File: config.mk
export PLATFORM = sky130hd
export DESIGN_NAME = alu_control_seq_flat
export DESIGN_NICKNAME = d
export VERILOG_FILES = /design/src/rtl/alu_control_seq_if.sv /design/src/rtl/alu_control_seq.sv /design/src/flat_wrapper.sv
export SDC_FILE = /design/constraint.sdc
export NUM_CORES = 1
export LEC_CHECK = 0
export ABC_CLOCK_PERIOD_IN_PS = 1800
export BUFFER_PORTS_ARGS = -buffer_cell sky130_fd_sc_hd__buf_2
export CAP_MARGIN = 10
export CORE_AREA = 2 2 39 41
export CTS_BUF_LIST = sky130_fd_sc_hd__clkbuf_4
export DETAILED_ROUTE_END_ITERATION = 12
export DIE_AREA = 0 0 41 43
export PLACE_DENSITY = 0.5
export RECOVER_POWER = 100
export SLEW_MARGIN = 10
export SYNTH_ARGS = -nofsm -noshare
export SYNTH_HDL_FRONTEND = slang
export SYNTH_SLANG_ARGS = --single-unit
File: constraint.sdc
create_clock -name clk -period 1.8 [get_ports clk]
set_input_delay 0.09 -clock clk [delete_from_list [all_inputs] [get_ports clk]]
set_output_delay 0.09 -clock clk [all_outputs]
set_load 0.02 [all_outputs]
File: src/rtl/alu_control_seq_if.sv
// Handshake/bus bundle between the main control unit (master) and
// the registered ALU control sequencer (slave).
interface alu_control_seq_if #(
    parameter int CTRL_W = 4
);
    logic              in_valid;
    logic              in_ready;
    logic [1:0]        alu_op;
    logic [5:0]        funct;
    logic              flush;
    logic              out_valid;
    logic [CTRL_W-1:0] ctrl_out;
    logic              illegal;
    logic              md_start;
    logic              md_op;
    logic              busy;

    modport master (
        output in_valid, alu_op, funct, flush,
        input  in_ready, out_valid, ctrl_out, illegal, md_start, md_op, busy
    );

    modport slave (
        input  in_valid, alu_op, funct, flush,
        output in_ready, out_valid, ctrl_out, illegal, md_start, md_op, busy
    );
endinterface

File: src/rtl/alu_control_seq.sv
// Registered ALU control decoder with optional multi-cycle mult/div sequencing.
// Define ALU_CTRL_MULDIV_EN to decode mult/div and enable the MD_BUSY sequencer.
module alu_control_seq #(
    parameter int         CTRL_W       = 4,
    parameter int         MULDIV_LAT   = 8,
    parameter logic [3:0] ILLEGAL_CODE = 4'b1111
) (
    input  logic             clk,
    input  logic             rst_n,
    alu_control_seq_if.slave bus
);
    localparam logic [5:0] F_ADD  = 6'b100000;
    localparam logic [5:0] F_SUB  = 6'b100010;
    localparam logic [5:0] F_AND  = 6'b100100;
    localparam logic [5:0] F_OR   = 6'b100101;
    localparam logic [5:0] F_SLT  = 6'b101010;

    logic [3:0]        dec_code;
    logic              dec_illegal;
    logic              accept;
    logic              out_valid_d, out_valid_q;
    logic [CTRL_W-1:0] ctrl_d, ctrl_q;
    logic              illegal_d, illegal_q;

`ifdef ALU_CTRL_MULDIV_EN
    localparam logic [5:0] F_MULT = 6'b011000;
    localparam logic [5:0] F_DIV  = 6'b011010;
    localparam int         CNT_W  = (MULDIV_LAT > 2) ? $clog2(MULDIV_LAT) : 1;

    typedef enum logic {IDLE, MD_BUSY} state_e;

    state_e           state_d, state_q;
    logic [CNT_W-1:0] cnt_d, cnt_q;
    logic             md_start_d, md_start_q;
    logic             md_op_d, md_op_q;
    logic             dec_md;

    assign bus.in_ready = (state_q == IDLE);
    assign bus.busy     = (state_q == MD_BUSY);
    assign bus.md_start = md_start_q;
    assign bus.md_op    = md_op_q;
`else
    assign bus.in_ready = 1'b1;
    assign bus.busy     = 1'b0;
    assign bus.md_start = 1'b0;
    assign bus.md_op    = 1'b0;
`endif

    assign accept        = bus.in_valid & bus.in_ready & ~bus.flush;
    assign bus.out_valid = out_valid_q;
    assign bus.ctrl_out  = ctrl_q;
    assign bus.illegal   = illegal_q;

    // NOTE: every combinational output gets a default first, so no path can infer a latch.
    always_comb begin
        dec_code    = ILLEGAL_CODE;
        dec_illegal = 1'b1;
`ifdef ALU_CTRL_MULDIV_EN
        dec_md      = 1'b0;
`endif
        case (bus.alu_op)
            2'b00: begin dec_code = 4'b0010; dec_illegal = 1'b0; end
            2'b01: begin dec_code = 4'b0011; dec_illegal = 1'b0; end
            2'b10: begin
                case (bus.funct)
                    F_ADD:  begin dec_code = 4'b0010; dec_illegal = 1'b0; end
                    F_SUB:  begin dec_code = 4'b0011; dec_illegal = 1'b0; end
                    F_AND:  begin dec_code = 4'b0000; dec_illegal = 1'b0; end
                    F_OR:   begin dec_code = 4'b0001; dec_illegal = 1'b0; end
                    F_SLT:  begin dec_code = 4'b0111; dec_illegal = 1'b0; end
`ifdef ALU_CTRL_MULDIV_EN
                    F_MULT: begin dec_code = 4'b0100; dec_illegal = 1'b0; dec_md = 1'b1; end
                    F_DIV:  begin dec_code = 4'b0101; dec_illegal = 1'b0; dec_md = 1'b1; end
`endif
                    default: ;
                endcase
            end
            default: ;
        endcase
    end

    always_comb begin
        out_valid_d = 1'b0;
        ctrl_d      = ctrl_q;
        illegal_d   = illegal_q;
`ifdef ALU_CTRL_MULDIV_EN
        state_d     = state_q;
        cnt_d       = cnt_q;
        md_start_d  = 1'b0;
        md_op_d     = md_op_q;
        case (state_q)
            IDLE: begin
                if (accept && dec_md) begin
                    state_d    = MD_BUSY;
                    cnt_d      = CNT_W'(MULDIV_LAT - 1);
                    md_op_d    = (bus.funct == F_DIV);
                    md_start_d = 1'b1;
                end else if (accept) begin
                    out_valid_d = 1'b1;
                    ctrl_d      = CTRL_W'(dec_code);
                    illegal_d   = dec_illegal;
                end
            end
            MD_BUSY: begin
                // Flush wins over completion: the result of an aborted op is never published.
                if (bus.flush) begin
                    state_d = IDLE;
                    cnt_d   = '0;
                end else if (cnt_q == '0) begin
                    state_d     = IDLE;
                    out_valid_d = 1'b1;
                    ctrl_d      = CTRL_W'(md_op_q ? 4'b0101 : 4'b0100);
                    illegal_d   = 1'b0;
                end else begin
                    cnt_d = cnt_q - 1'b1;
                end
            end
            default: state_d = IDLE;
        endcase
`else
        if (accept) begin
            out_valid_d = 1'b1;
            ctrl_d      = CTRL_W'(dec_code);
            illegal_d   = dec_illegal;
        end
`endif
    end

    // NOTE: sequential state is updated with non-blocking assignments only.
    always_ff @(posedge clk or negedge rst_n) begin
        if (!rst_n) begin
            out_valid_q <= 1'b0;
            ctrl_q      <= '0;
            illegal_q   <= 1'b0;
`ifdef ALU_CTRL_MULDIV_EN
            state_q     <= IDLE;
            cnt_q       <= '0;
            md_start_q  <= 1'b0;
            md_op_q     <= 1'b0;
`endif
        end else begin
            out_valid_q <= out_valid_d;
            ctrl_q      <= ctrl_d;
            illegal_q   <= illegal_d;
`ifdef ALU_CTRL_MULDIV_EN
            state_q     <= state_d;
            cnt_q       <= cnt_d;
            md_start_q  <= md_start_d;
            md_op_q     <= md_op_d;
`endif
        end
    end
endmodule

File: src/flat_wrapper.sv
// flat-port wrapper written by rule: the top's interface ports become plain ports
module alu_control_seq_flat 
#(
    parameter int         CTRL_W       = 4,
    parameter int         MULDIV_LAT   = 8,
    parameter logic [3:0] ILLEGAL_CODE = 4'b1111
)
  (clk, rst_n, bus_in_valid, bus_alu_op, bus_funct, bus_flush, bus_in_ready, bus_out_valid, bus_ctrl_out, bus_illegal, bus_md_start, bus_md_op, bus_busy);
  alu_control_seq_if #(.CTRL_W(CTRL_W)) bus_i ();
  input  logic clk;
  input  logic rst_n;
  input wire logic [$bits(bus_i.in_valid)-1:0] bus_in_valid;
  input wire logic [$bits(bus_i.alu_op)-1:0] bus_alu_op;
  input wire logic [$bits(bus_i.funct)-1:0] bus_funct;
  input wire logic [$bits(bus_i.flush)-1:0] bus_flush;
  output wire logic [$bits(bus_i.in_ready)-1:0] bus_in_ready;
  output wire logic [$bits(bus_i.out_valid)-1:0] bus_out_valid;
  output wire logic [$bits(bus_i.ctrl_out)-1:0] bus_ctrl_out;
  output wire logic [$bits(bus_i.illegal)-1:0] bus_illegal;
  output wire logic [$bits(bus_i.md_start)-1:0] bus_md_start;
  output wire logic [$bits(bus_i.md_op)-1:0] bus_md_op;
  output wire logic [$bits(bus_i.busy)-1:0] bus_busy;
  assign bus_i.in_valid = bus_in_valid;
  assign bus_i.alu_op = bus_alu_op;
  assign bus_i.funct = bus_funct;
  assign bus_i.flush = bus_flush;
  assign bus_in_ready = bus_i.in_ready;
  assign bus_out_valid = bus_i.out_valid;
  assign bus_ctrl_out = bus_i.ctrl_out;
  assign bus_illegal = bus_i.illegal;
  assign bus_md_start = bus_i.md_start;
  assign bus_md_op = bus_i.md_op;
  assign bus_busy = bus_i.busy;
  alu_control_seq #(.CTRL_W(CTRL_W), .MULDIV_LAT(MULDIV_LAT), .ILLEGAL_CODE(ILLEGAL_CODE)) u_core (.clk(clk), .rst_n(rst_n), .bus(bus_i));
endmodule
==> results.sh <==
export IMPL_met2_usage_pct=14.1
export IMPL_yosysTopAreaCell="dfrtp_1"
export IMPL_drt_initial_drc_count=8
export IMPL_power_density_nw_per_um2=857
export IMPL_startpoint="bus_alu_op[0]"
export IMPL_maxSlewViolCount=0
export IMPL_grt_util_met3_pct=9.42
export IMPL_synth_cell_type_count=17
export IMPL_synth_edff_count=0
export IMPL_arrival_ps=1180
export IMPL_crit_path_end_kind="register"
export IMPL_grt_pass1_wl_um=1110
export IMPL_dr_pass1_iters=4
export IMPL_ys_seq_elements=6
export IMPL_dp_slack_ps=552
export IMPL_dieArea_sq_um=1760
export IMPL_power_leakage_nw=0.205
export IMPL_placementRows=14
export IMPL_tns_ps=0
export IMPL_required_ps=1930
export IMPL_antenna_found_initial=0
export IMPL_ir_worst_vdd_mv=0.334
export IMPL_path_max_fanout=4
export IMPL_gp_congestion=0.760
export IMPL_synthArstFlopShare_pct=100
export IMPL_htree_num_levels=1
export IMPL_syn_area_sq_um=305
export IMPL_ant_nets=0
export IMPL_clk_path_buf_depth=2
export IMPL_max_freq_mhz=949
export IMPL_clk_latency_ps=240
export IMPL_synth_top_family_by_area="compound AO/OA/AOI/OAI gates"
export IMPL_die_w_um=41
export IMPL_vias=287
export IMPL_critPathMaxStageDelay_ps=430
export IMPL_grt_usage_pct=9.98
export IMPL_critPathLaunchType="primary input"
export IMPL_fin_ws_ps=747
export IMPL_io_pins=22
export IMPL_cts_tree="built"
export IMPL_start_util_pct=22.1
export IMPL_rrSetupSlack_ps=1120
export IMPL_cts_sinks=6
export IMPL_portBuffers=17
export IMPL_crit_slowest_cell="or3b_1"
export IMPL_synth_xor_area_share_pct=0
export IMPL_min_period_ps=1050
export IMPL_setup_viol=0
export IMPL_synth_adder_area_share_pct=0
export IMPL_clk_pin_slew_ps=40
export IMPL_ys_seq_area_share_pct=49.2
export IMPL_synth_top_area_share_pct=49.2
export IMPL_drive_gt1_share_pct=28.6
export IMPL_cts_root_buf="clkbuf_4"
export IMPL_grt_max_degree=7
export IMPL_syn_avg_cell_area_sq_um=10.2
export IMPL_hp_start="bus_funct[2]"
export IMPL_core_area_sq_um=1380
export IMPL_yosys_most_used_dff="dfrtp_1"
export IMPL_finalHoldViolCount=0
export IMPL_place_hpwl_um=537
export IMPL_wire_per_inst_um=11.0
export IMPL_hold_class="primary input to register"
export IMPL_cts_buffers=3
export IMPL_path_class="primary input to register"
export IMPL_post_cts_resized=0
export IMPL_timing_rr_start="u_core.bus.ctrl_out[1]"
export IMPL_muxShareOfSynthArea_pct=3.69
export IMPL_synthCells=30
export IMPL_netlist_top_cells_area="dfrtp_1 (49%), buf_4 (9.8%), a21o_1 (4.9%)"
export IMPL_path_cells="buf_2 > or3b_1 > o311a_1 > a21o_1"
export IMPL_via_per_inst=4.42
export IMPL_grt_ovfl_total=0
export IMPL_final_nets=63
export IMPL_status="finished, final reports clean"
export IMPL_rsz0062_at_grt="no"
export IMPL_yosys_area_share_simple_pct=16.4
export IMPL_top_usage_layer="met2"
export IMPL_synthTopCellsByCount="dfrtp_1 (6), buf_4 (4), nand2_1 (3)"
export IMPL_dieHeight_um=43
export IMPL_fin_skew_ps=0
export IMPL_yosys_warnings=0
export IMPL_areaGrowthSynthToFinish_pct=34.0
export IMPL_n_antenna_cell=0
export IMPL_grt_use_met1_pct=10.7
export IMPL_totalWireLength_um=715
export IMPL_drc_errors=0
export IMPL_synth_compound_area_share_pct=17.2
export IMPL_period_share_pct=58.5
export IMPL_grt_pass1_vias=277
export IMPL_n_fill_cell=151
export IMPL_max_cap_viol_count=0
export IMPL_yosys_cell_count_top_type="dfrtp_1"
==> registers in the layout (all words and copies together), names as in the netlist <==
register              cells
u_core.bus.out_valid      1
u_core.bus.ctrl_out       4
u_core.bus.illegal        1
==> kinds of logic after synthesis <==
group	count (synthesis)
AND/OR/NAND/NOR	9
buffers and inverters	5
flip-flops	6
AO/OA/AOI/OAI	7
other	2
multiplexers	1
==> report_power, final <==
part           switching, mW  internal (mW)
combinational         0.0487         0.0254
sequential           0.00636          0.148
clock                 0.0466         0.0753
total                  0.102          0.249
==> critical path: cells and delay by family <==
family          cells  cell delay, ps
compound gates      2             560
simple gates        1             430
buf+inv             1             100
==> routing by layer <==
metal | wire, um | vias to the layer above | part of all wire [%]
li1 | - | 139 | -
met1 | 262 | 134 | 37
met2 | 370 | 14 | 52
met3 | 83 | 0 | 12
met4 | 0 | 0 | 0
met5 | 0 | - | 0
==> worst paths after layout <==
check	to	depth (start not counted)
hold / removal	u_core.bus.ctrl_out[1]	2
min in group asynchronous	u_core.bus.out_valid	2
setup reg to reg	u_core.bus.ctrl_out[1]	2
hold reg to reg	u_core.bus.ctrl_out[2]	2
setup / recovery	u_core.bus.ctrl_out[3]	4
max in group asynchronous	u_core.bus.ctrl_out[1]	2
==> metrics by stage <==
step	power, mW	util (%)	std cells	area (sq um)	hold slack [ps]
global placement	0.233	28.0	61	388	-78.7
global route	0.379	29.6	65	409	121
finish	0.351	29.6	65	409	94.3
floorplan	0.206	-	32	313	-206
detailed placement	0.233	28.0	61	388	-78.5
CTS	0.364	30.4	65	420	82.1
==> placed cells by master, fill, tap and decap left out <==
cell	instances
or3b_1	1
clkbuf_4	3
nor4_1	1
inv_1	1
nor3_1	1
nor2_1	1
mux2_2	1
dfrtp_1	6
nor2b_1	1
o311ai_0	1
buf_2	10
o311a_1	1
nand2_1	3
conb_1	4
dlygate4sd3_1	1
o21ai_0	2
clkbuf_1	7
a21o_1	2
a41oi_1	1
nand2b_1	1
==> layout make-up <==
class | instances | area (sq um) | share of cell area (%)
Inverter | 1 | 3.75 | 0.917
Timing Repair Buffer | 18 | 86.3 | 21.1
Tap cell | 16 | 20.0 | 4.89
Multi-Input combinational cell | 21 | 126 | 30.9
Clock buffer | 3 | 22.5 | 5.50
Sequential cell | 6 | 150 | 36.7
==> what timing repair did <==
item	CTS	global route
endpoints found under the hold margin	6	0
buffers inserted	0	0
hold buffers	1	0
Note: power is estimated with default switching activity, not from simulation.
